===== config.mk =====
export PLATFORM = sky130hd
export DESIGN_NAME = flash_port_arbiter_flat
export DESIGN_NICKNAME = d
export VERILOG_FILES = /design/src/rtl/flash_port_arbiter_if.sv /design/src/rtl/flash_port_arbiter.sv /design/src/flat_wrapper.sv
export SDC_FILE = /design/constraint.sdc
export NUM_CORES = 1
export LEC_CHECK = 0
export BUFFER_PORTS_ARGS = -buffer_cell sky130_fd_sc_hd__buf_2
export CAP_MARGIN = 0
export CORE_MARGIN = 2
export CORE_UTILIZATION = 30
export DETAILED_ROUTE_END_ITERATION = 8
export HOLD_SLACK_MARGIN = 0.05
export PLACE_DENSITY = 0.61
export SLEW_MARGIN = 20
export SYNTH_ARGS = -nofsm -noshare
export SYNTH_HDL_FRONTEND = slang
export SYNTH_SLANG_ARGS = --single-unit

===== constraint.sdc =====
create_clock -name HCLK -period 1.4 [get_ports HCLK]
set_input_delay 0.28 -clock HCLK [delete_from_list [all_inputs] [get_ports HCLK]]
set_output_delay 0.28 -clock HCLK [all_outputs]
set_load 0.01 [all_outputs]

===== src/rtl/flash_port_arbiter_if.sv =====
// Signal bundle between the two flash masters, the arbiter and the flash pads.
//
// Handshake: a master raises reqX and holds it high for its whole flash
// transaction. The arbiter answers with a registered gntX; while gntX is high
// the master's fsclkX/fcenX/fdoX/fdoeX drive the pads and fdiX returns the pad
// data. The master ends the transaction by dropping reqX with fcenX high on
// the same cycle; gntX falls after that edge and the pads go idle.
interface flash_port_arbiter_if;
    // Requester handshake
    logic       req0;
    logic       req1;
    logic       gnt0;
    logic       gnt1;

    // Master-side pin requests
    logic       fsclk0;
    logic       fcen0;
    logic       fdoe0;
    logic [3:0] fdo0;
    logic       fsclk1;
    logic       fcen1;
    logic       fdoe1;
    logic [3:0] fdo1;

    // Pad data returned to each master
    logic [3:0] fdi0;
    logic [3:0] fdi1;

    // Pad side
    logic       fsclk;
    logic       fcen;
    logic       fdoe;
    logic [3:0] fdo;
    logic [3:0] fdi;

    // Current owner: 2'b00 none, 2'b01 master 0, 2'b10 master 1
    logic [1:0] owner;

    // Arbiter view
    modport slave (
        input  req0, req1,
        input  fsclk0, fcen0, fdoe0, fdo0,
        input  fsclk1, fcen1, fdoe1, fdo1,
        input  fdi,
        output gnt0, gnt1,
        output fdi0, fdi1,
        output fsclk, fcen, fdoe, fdo,
        output owner
    );

    // Masters plus pads view
    modport master (
        output req0, req1,
        output fsclk0, fcen0, fdoe0, fdo0,
        output fsclk1, fcen1, fdoe1, fdo1,
        output fdi,
        input  gnt0, gnt1,
        input  fdi0, fdi1,
        input  fsclk, fcen, fdoe, fdo,
        input  owner
    );
endinterface


===== src/rtl/flash_port_arbiter.sv =====
// Two-master arbiter for the quad-SPI flash pad group. Whole transactions are
// granted, ownership only moves while chip-select is high, and a fixed
// turnaround of TURN_CYCLES idle cycles separates consecutive owners. Ties
// alternate between the masters; master 0 wins the first tie after reset.
module flash_port_arbiter #(
    parameter int unsigned TURN_CYCLES = 2
) (
    input  logic                 HCLK,
    input  logic                 HRESETn,
    flash_port_arbiter_if.slave  bus,
    output logic [1:0]           dbg_state
);

    // Encodings of OWN0/OWN1 match the owner output encoding.
    typedef enum logic [1:0] {
        ST_IDLE = 2'b00,
        ST_OWN0 = 2'b01,
        ST_OWN1 = 2'b10,
        ST_TURN = 2'b11
    } state_t;

    // Turnaround counter load value: cnt==0 marks the last idle cycle.
    localparam logic [3:0] TURN_LOAD = 4'(TURN_CYCLES - 1);

    state_t     state_q;
    state_t     state_d;
    logic [3:0] cnt_q;
    logic [3:0] cnt_d;
    logic       last_q;
    logic       last_d;

    logic       gnt0_q;
    logic       gnt1_q;
    logic [1:0] owner_q;

    logic       any_req;
    logic       pick1;
    state_t     win_state;

    // Arbitration decision shared by IDLE and the end of TURN: a tie goes to
    // the master that did not own last, otherwise the lone requester wins.
    always_comb begin
        any_req   = bus.req0 | bus.req1;
        pick1     = (bus.req0 & bus.req1) ? ~last_q : bus.req1;
        win_state = ST_IDLE;
        if (any_req) begin
            win_state = pick1 ? ST_OWN1 : ST_OWN0;
        end
    end

    // Next-state logic. Release needs reqX low and fcenX high on the same
    // edge, so a master that drops req mid-command keeps the pads until its
    // chip-select is deasserted. The other request never preempts.
    always_comb begin
        state_d = state_q;
        cnt_d   = cnt_q;
        last_d  = last_q;
        case (state_q)
            ST_IDLE: begin
                state_d = win_state;
            end
            ST_OWN0: begin
                if (!bus.req0 && bus.fcen0) begin
                    state_d = ST_TURN;
                    cnt_d   = TURN_LOAD;
                    last_d  = 1'b0;
                end
            end
            ST_OWN1: begin
                if (!bus.req1 && bus.fcen1) begin
                    state_d = ST_TURN;
                    cnt_d   = TURN_LOAD;
                    last_d  = 1'b1;
                end
            end
            ST_TURN: begin
                if (cnt_q == 4'd0) begin
                    state_d = win_state;
                end else begin
                    cnt_d = cnt_q - 4'd1;
                end
            end
            default: begin
                state_d = ST_IDLE;
                cnt_d   = 4'd0;
            end
        endcase
    end

    // State, turnaround counter and last-owner registers.
    always_ff @(posedge HCLK or negedge HRESETn) begin
        if (!HRESETn) begin
            state_q <= ST_IDLE;
            cnt_q   <= 4'd0;
            last_q  <= 1'b1;
        end else begin
            state_q <= state_d;
            cnt_q   <= cnt_d;
            last_q  <= last_d;
        end
    end

    // Grant and owner flops, loaded from the next state so they track state_q.
    always_ff @(posedge HCLK or negedge HRESETn) begin
        if (!HRESETn) begin
            gnt0_q  <= 1'b0;
            gnt1_q  <= 1'b0;
            owner_q <= 2'b00;
        end else begin
            gnt0_q  <= (state_d == ST_OWN0);
            gnt1_q  <= (state_d == ST_OWN1);
            owner_q <= (state_d == ST_OWN0) ? 2'b01 :
                       (state_d == ST_OWN1) ? 2'b10 : 2'b00;
        end
    end

    // Pad mux selected by the registered state only; idle pattern keeps the
    // flash deselected with outputs disabled whenever nobody owns the pads.
    always_comb begin
        bus.fsclk = 1'b0;
        bus.fcen  = 1'b1;
        bus.fdoe  = 1'b0;
        bus.fdo   = 4'h0;
        bus.fdi0  = 4'h0;
        bus.fdi1  = 4'h0;
        case (state_q)
            ST_OWN0: begin
                bus.fsclk = bus.fsclk0;
                bus.fcen  = bus.fcen0;
                bus.fdoe  = bus.fdoe0;
                bus.fdo   = bus.fdo0;
                bus.fdi0  = bus.fdi;
            end
            ST_OWN1: begin
                bus.fsclk = bus.fsclk1;
                bus.fcen  = bus.fcen1;
                bus.fdoe  = bus.fdoe1;
                bus.fdo   = bus.fdo1;
                bus.fdi1  = bus.fdi;
            end
            default: begin
                bus.fsclk = 1'b0;
                bus.fcen  = 1'b1;
            end
        endcase
    end

    // Registered handshake outputs and state visibility.
    always_comb begin
        bus.gnt0  = gnt0_q;
        bus.gnt1  = gnt1_q;
        bus.owner = owner_q;
        dbg_state = state_q;
    end

endmodule


===== src/flat_wrapper.sv =====
// flat-port wrapper written by rule: the top's interface ports become plain ports
module flash_port_arbiter_flat 
#(
    parameter int unsigned TURN_CYCLES = 2
)
  (HCLK, HRESETn, dbg_state, bus_req0, bus_req1, bus_fsclk0, bus_fcen0, bus_fdoe0, bus_fdo0, bus_fsclk1, bus_fcen1, bus_fdoe1, bus_fdo1, bus_fdi, bus_gnt0, bus_gnt1, bus_fdi0, bus_fdi1, bus_fsclk, bus_fcen, bus_fdoe, bus_fdo, bus_owner);
  flash_port_arbiter_if bus_i ();
  input  logic HCLK;
  input  logic HRESETn;
  output logic [1:0] dbg_state;
  input wire logic [$bits(bus_i.req0)-1:0] bus_req0;
  input wire logic [$bits(bus_i.req1)-1:0] bus_req1;
  input wire logic [$bits(bus_i.fsclk0)-1:0] bus_fsclk0;
  input wire logic [$bits(bus_i.fcen0)-1:0] bus_fcen0;
  input wire logic [$bits(bus_i.fdoe0)-1:0] bus_fdoe0;
  input wire logic [$bits(bus_i.fdo0)-1:0] bus_fdo0;
  input wire logic [$bits(bus_i.fsclk1)-1:0] bus_fsclk1;
  input wire logic [$bits(bus_i.fcen1)-1:0] bus_fcen1;
  input wire logic [$bits(bus_i.fdoe1)-1:0] bus_fdoe1;
  input wire logic [$bits(bus_i.fdo1)-1:0] bus_fdo1;
  input wire logic [$bits(bus_i.fdi)-1:0] bus_fdi;
  output wire logic [$bits(bus_i.gnt0)-1:0] bus_gnt0;
  output wire logic [$bits(bus_i.gnt1)-1:0] bus_gnt1;
  output wire logic [$bits(bus_i.fdi0)-1:0] bus_fdi0;
  output wire logic [$bits(bus_i.fdi1)-1:0] bus_fdi1;
  output wire logic [$bits(bus_i.fsclk)-1:0] bus_fsclk;
  output wire logic [$bits(bus_i.fcen)-1:0] bus_fcen;
  output wire logic [$bits(bus_i.fdoe)-1:0] bus_fdoe;
  output wire logic [$bits(bus_i.fdo)-1:0] bus_fdo;
  output wire logic [$bits(bus_i.owner)-1:0] bus_owner;
  assign bus_i.req0 = bus_req0;
  assign bus_i.req1 = bus_req1;
  assign bus_i.fsclk0 = bus_fsclk0;
  assign bus_i.fcen0 = bus_fcen0;
  assign bus_i.fdoe0 = bus_fdoe0;
  assign bus_i.fdo0 = bus_fdo0;
  assign bus_i.fsclk1 = bus_fsclk1;
  assign bus_i.fcen1 = bus_fcen1;
  assign bus_i.fdoe1 = bus_fdoe1;
  assign bus_i.fdo1 = bus_fdo1;
  assign bus_i.fdi = bus_fdi;
  assign bus_gnt0 = bus_i.gnt0;
  assign bus_gnt1 = bus_i.gnt1;
  assign bus_fdi0 = bus_i.fdi0;
  assign bus_fdi1 = bus_i.fdi1;
  assign bus_fsclk = bus_i.fsclk;
  assign bus_fcen = bus_i.fcen;
  assign bus_fdoe = bus_i.fdoe;
  assign bus_fdo = bus_i.fdo;
  assign bus_owner = bus_i.owner;
  flash_port_arbiter #(.TURN_CYCLES(TURN_CYCLES)) u_core (.HCLK(HCLK), .HRESETn(HRESETn), .bus(bus_i), .dbg_state(dbg_state));
endmodule

Word level (Yosys, flattened, before mapping)
Cells that the tools add are included.
{"block": "word_totals", "ff_bits": 11, "in_bits": 22, "wordCells": 50, "output_inout_bits": 21}
{"block": "op_classes", "bitwise_logic": 3, "muxes": 22, "addsub": 1, "n_reduce_logical": 10, "n_eq_ne": 8}
{"op": "4-bit two-way mux", "count": 5}
{"op": "2-bit two-way mux", "count": 7}
{"op": "4-bit case mux with 3 select lines", "count": 1}
{"op": "1-bit case mux with 2 select lines", "count": 4}
{"op": "2-bit case mux with 4 select lines", "count": 1}
{"op": "4-bit case mux with 2 select lines", "count": 1}
{"op": "2-bit == test, second input constant", "count": 3}
{"op": "2-bit by 1-bit == test with 1-bit output, second input constant", "count": 2}
{"op": "4-bit zero test", "count": 1}
{"op": "2-bit by 1-bit != test with 1-bit output, second input constant", "count": 2}
{"op": "4-bit AND reduction", "count": 1}
{"op": "4-bit by 1-bit subtractor with 4-bit output, second input constant", "count": 1}
{"op": "1-bit two-way mux", "count": 3}
{"op": "3-bit AND reduction", "count": 1}
{"op": "3-bit nonzero test", "count": 1}
{"op": "1-bit logical AND", "count": 2}
{"op": "1-bit zero test", "count": 2}
{"op": "2-bit zero test", "count": 1}
{"op": "2-bit != test, second input constant", "count": 1}
{"op": "2-bit nonzero test", "count": 1}
{"op": "1-bit AND", "count": 1}
{"op": "1-bit NOT", "count": 1}
{"op": "1-bit bitwise OR", "count": 1}

Depth between registers and ports, before layout
{"block": "logic_depth", "depth_word": 9, "mapped_depth": 6, "ltp_nobuf": 6}

Worst setup path after synthesis
OpenSTA, ideal clock, no wires.
{"block": "synth_path", "kind": "flip-flop to flip-flop", "startpoint": "reg u_core.state_q[0] (netlist: u_core.dbg_state[0])", "endpoint": "reg u_core.cnt_q[2]", "stages_incl_launch_ff": 7, "t_arrival_ns": 1.475, "slack_ns": -0.199, "synth_period_minus_slack_ns": 1.599, "required_time_ns": 1.276, "n_path_buf": 0, "setup_time_ns": 0.124, "cell_sequence": "dfrtp_1 inv_1 ha_1 inv_1 o22ai_4 o21bai_1 a211o_2"}
{"block": "synth_via", "elab_chain_cells": 3, "elab_cells_between_ends": 9, "cone_classes": "6 x eq/ne; 1 x mux; 2 x reduce/logical"}
{"element": "from (decl)", "line": "flash_port_arbiter.sv:25", "text": "state_t state_q;"}
{"element": "from (signal assigned)", "line": "flash_port_arbiter.sv:97", "text": "state_q <= state_d;"}
{"element": "2-bit == test or 2-bit by 1-bit == test with 1-bit output (tied branches)", "line": "flash_port_arbiter.sv:58", "text": "case (state_q)"}
{"element": "2-bit != test (no source line), or another cell as far along"}
{"element": "4-bit AND reduction (no source line)"}
{"element": "to (signal assigned)", "line": "flash_port_arbiter.sv:98", "text": "cnt_q <= cnt_d;"}
{"element": "to (decl)", "line": "flash_port_arbiter.sv:27", "text": "logic [3:0] cnt_q;"}
Parallel ways exist; a longest one is shown, timed or not.
A chain may end at the register's enable or synchronous reset.

Worst setup path after layout
{"block": "layout_path", "startpoint": "reg u_core.state_q[0] (netlist: u_core.dbg_state[0])", "endpoint": "out bus_fcen"}
{"block": "layout_via", "elab_chain_cells": 2, "elab_cells_between_ends": 3, "cone_classes": "2 x eq/ne; 1 x mux"}
{"element": "2-bit == test or 2-bit by 1-bit == test with 1-bit output (tied branches)", "line": "flash_port_arbiter.sv:126", "text": "case (state_q)"}
{"element": "1-bit case mux with 2 select lines *", "line": "flash_port_arbiter.sv:126"}
{"element": "to (decl)", "line": "flat_wrapper.sv:27", "text": "output wire logic [$bits(bus_i.fcen)-1:0] bus_fcen;"}
Mark *: on every way between the ends. The rest lies on a longest branch, timed or not.

==> reports/qor.yml <==
run_status: "complete, but fails checks"
violations: "negative setup slack"
yosys-top-cells-area: "dfrtp_1 (26%), ha_1 (9.9%), and2_1 (6.6%), a22oi_1 (5.9%), nand2_1 (4.4%)"
synth_edf_count: 0
numCtsBuffers: 3
critPathRequiredTime_ns: 1.12
syn-num-nets: 119
post-route-period-util: 1.27
coreArea_sq_um: 2430
avgRoutedWirePerCell_microns: 15.3
r2r_end: "u_core.bus.owner[0]$_DFF_PN0_"
max_stage_delay_ns: 0.45
viasPerCell: 5.15
crit_arrival_ns: 1.50
reg2regPathDepth: 7
setup_tns_ns: -5.20
max_freq_mhz: 562
drc: 0
synth_cell_types: 32
grt_pass1_vias: 850
hold_violations: 0
p_comb_frac: 0.784
syn-cell-area_sq_um: 761
pwr-share-clk: 0.065
syn_inst: 91
rsz0062_at_grt: "yes"
p_leak_nw: 0.713
drt_iter0_markers: 4
fin_crit_ns: 1.78
ir_drop_uv: 1480
place.gp.congestion: 0.788
synth-main-ff-cell: "dfrtp_1"
tightest_slew_ns: 0.255
cts_tree: "yes"
finish.utilization: 0.624
grt_max_degree: 11
layout_setup_ws_ns: -0.380
synth-seq-cells: 9
insertion_delay_ns: 0.27
max_cap_viol_count: 0
ant_nets: 0
antenna_found_initial: 0
p_sw_frac: 0.434
power_switching_mw: 1.47
grt_overflow: 0
clk_pin_slew_ns: 0.08
crit_slowest_cell: "dfrtp_2"
diodes: 0
start_kind: "flip-flop"
synth_top_cell_area_share: 0.263
postPlaceCellArea_sq_um: 1170
rrSetupSlack_ns: -0.19
die_area_sq_um: 2950
intPower_mw: 1.92
place_ws_ns: -0.105
ys_seq_area_frac: 0.298
p_per_area_nw_per_um2: 2230
grt_pass1_wl_microns: 3530
reg2reg_from: "u_core.cnt_q[1]$_DFFE_PN0P_"
crit_chain: "inv_4 -> ha_4 -> clkinv_4 -> a221o_1 -> buf_2"
ios: 43
holdCritPathClass: "in2async"
die_h_microns: 54.4
vias: 983
grtUsageTotal: 0.164
cts-root-buf: "clkbuf_4"
clockBufferDepth: 2
first_pass_iters: 4
slew_headroom: 0.828
final_cell_area_sq_um: 1520
fin_skew_ns: 0.00814
drt-total-wl_microns: 2920
cts_htree_levels: 1
hpwl_microns: 1760
slew_violations: 0
yosysWarnings: 0
syn_avg_cell_area_sq_um: 8.36
start_util: 0.313
crit_path_max_fanout: 4
cts_sinks: 9
path_class: "reg2out"
areaGrowthSynthToFinish_pct: 99.7
drive_above_1_share: 0.689
die_w_microns: 54.4
worstSetupEndpointType: "primary output"
whs_ns: 0.389
rows: 18
pwr-share-seq: 0.151
synthArstFlopShare: 1.00
nets: 190
yosys.area.top_type: "dfrtp_1"
io_buffers: 42
nFillCells: 196
finalSetupViolCount: 23
## power by group through the flow
stage	Combinational [mW]	Sequential (mW)	Clock, mW
floorplan	1.07	0.498	0
global placement	1.80	0.475	0
detailed placement	1.84	0.478	0
CTS	1.99	0.480	0.219
global route	2.88	0.524	0.247
finish	2.66	0.512	0.221
## final cells by class
type / instances / area (sq um) / share of cell area
Clock buffer: 4 / 26.3 / 0.0173
Inverter: 7 / 38.8 / 0.0255
Multi-Input combinational cell: 70 / 661 / 0.435
Sequential cell: 9 / 229 / 0.151
Tap cell: 30 / 37.5 / 0.0247
Timing Repair Buffer: 71 / 527 / 0.347
## metal layers
metal	wire length, microns	vias up	global-route usage
met5	0	-	0
met2	1620	38	0.281
li1	-	465	-
met1	1100	474	0.206
met3	147	6	0.0246
met4	48	0	0.0625
## stage by stage
step | instances | total power, mW
6_report | 191 | 3.39
4_1_cts | 186 | 2.69
5_1_grt | 191 | 3.65
3_5_place_dp | 178 | 2.32
2_1_floorplan | 91 | 1.56
3_3_place_gp | 178 | 2.28
## critical path, delay by kind of cell, from the launching register on
kind	cells	cell delay (ns)
compound gates	1	0.24
buf+inv	3	0.26
fa+ha+maj	1	0.28
flops	1	0.45
## registers in the layout, indices dropped and copies added, names as in the netlist
name              count
u_core.bus.owner      1
u_core.dbg_state      2
u_core.cnt_q          4
u_core.last_q         1
u_core.bus.gnt1       1
## Yosys cell counts (all sizes together) (3+ instances only)
cell and instances:
a22oi 6, nand2 9, inv 6, dfrtp 8, and2 8, nor2 7
o21ai 3, clkbuf 3, ha 6, o31ai 3, or3 3
## what timing repair did
| action | in CTS | in global routing |
|---|---|---|
| pin swaps | 1 | 12 |
| setup endpoints to repair | 23 | 25 |
| resized for setup | 5 | 41 |
| cloned | 0 | 2 |
| endpoints found under the hold margin | 8 | 0 |
| setup buffers | 3 | 4 |
| hold buffers | 1 | 0 |
## worst max-delay path by stage
stage	cells past startpoint	slack [ns]	from	end
3_5_place_dp	6	-0.10	u_core.dbg_state[0]$_DFF_PN0_	u_core.cnt_q[2]$_DFFE_PN0P_
2_1_floorplan	6	-0.05	u_core.dbg_state[0]$_DFF_PN0_	u_core.cnt_q[2]$_DFFE_PN0P_
5_1_grt	5	-0.44	u_core.dbg_state[0]$_DFF_PN0_	bus_fcen
3_3_place_gp	6	-0.11	u_core.dbg_state[0]$_DFF_PN0_	u_core.cnt_q[2]$_DFFE_PN0P_
6_report	5	-0.38	u_core.dbg_state[0]$_DFF_PN0_	bus_fcen
4_1_cts	5	-0.35	u_core.dbg_state[0]$_DFF_PN0_	bus_fcen
## cell usage in the layout (no fill, tap or decap), types with 3 or more instances in the layout
cell type	n
dfrtp_1	6
ha_4	5
nor2_1	4
nor2_2	3
and2_1	4
clkbuf_4	3
nand2_1	9
buf_6	9
inv_2	3
buf_4	20
a22oi_2	6
inv_4	3
buf_2	37
and2_4	4
## cell families after synthesis
family,count (synthesis),synth area share
and+or+nand+nor,41,0.298
DFF,9,0.298
adders and majority gates,6,0.0987
AOI/OAI and AO/OA,23,0.237
buffers and inverters,12,0.0691
Power figures use the tool's default switching activity.
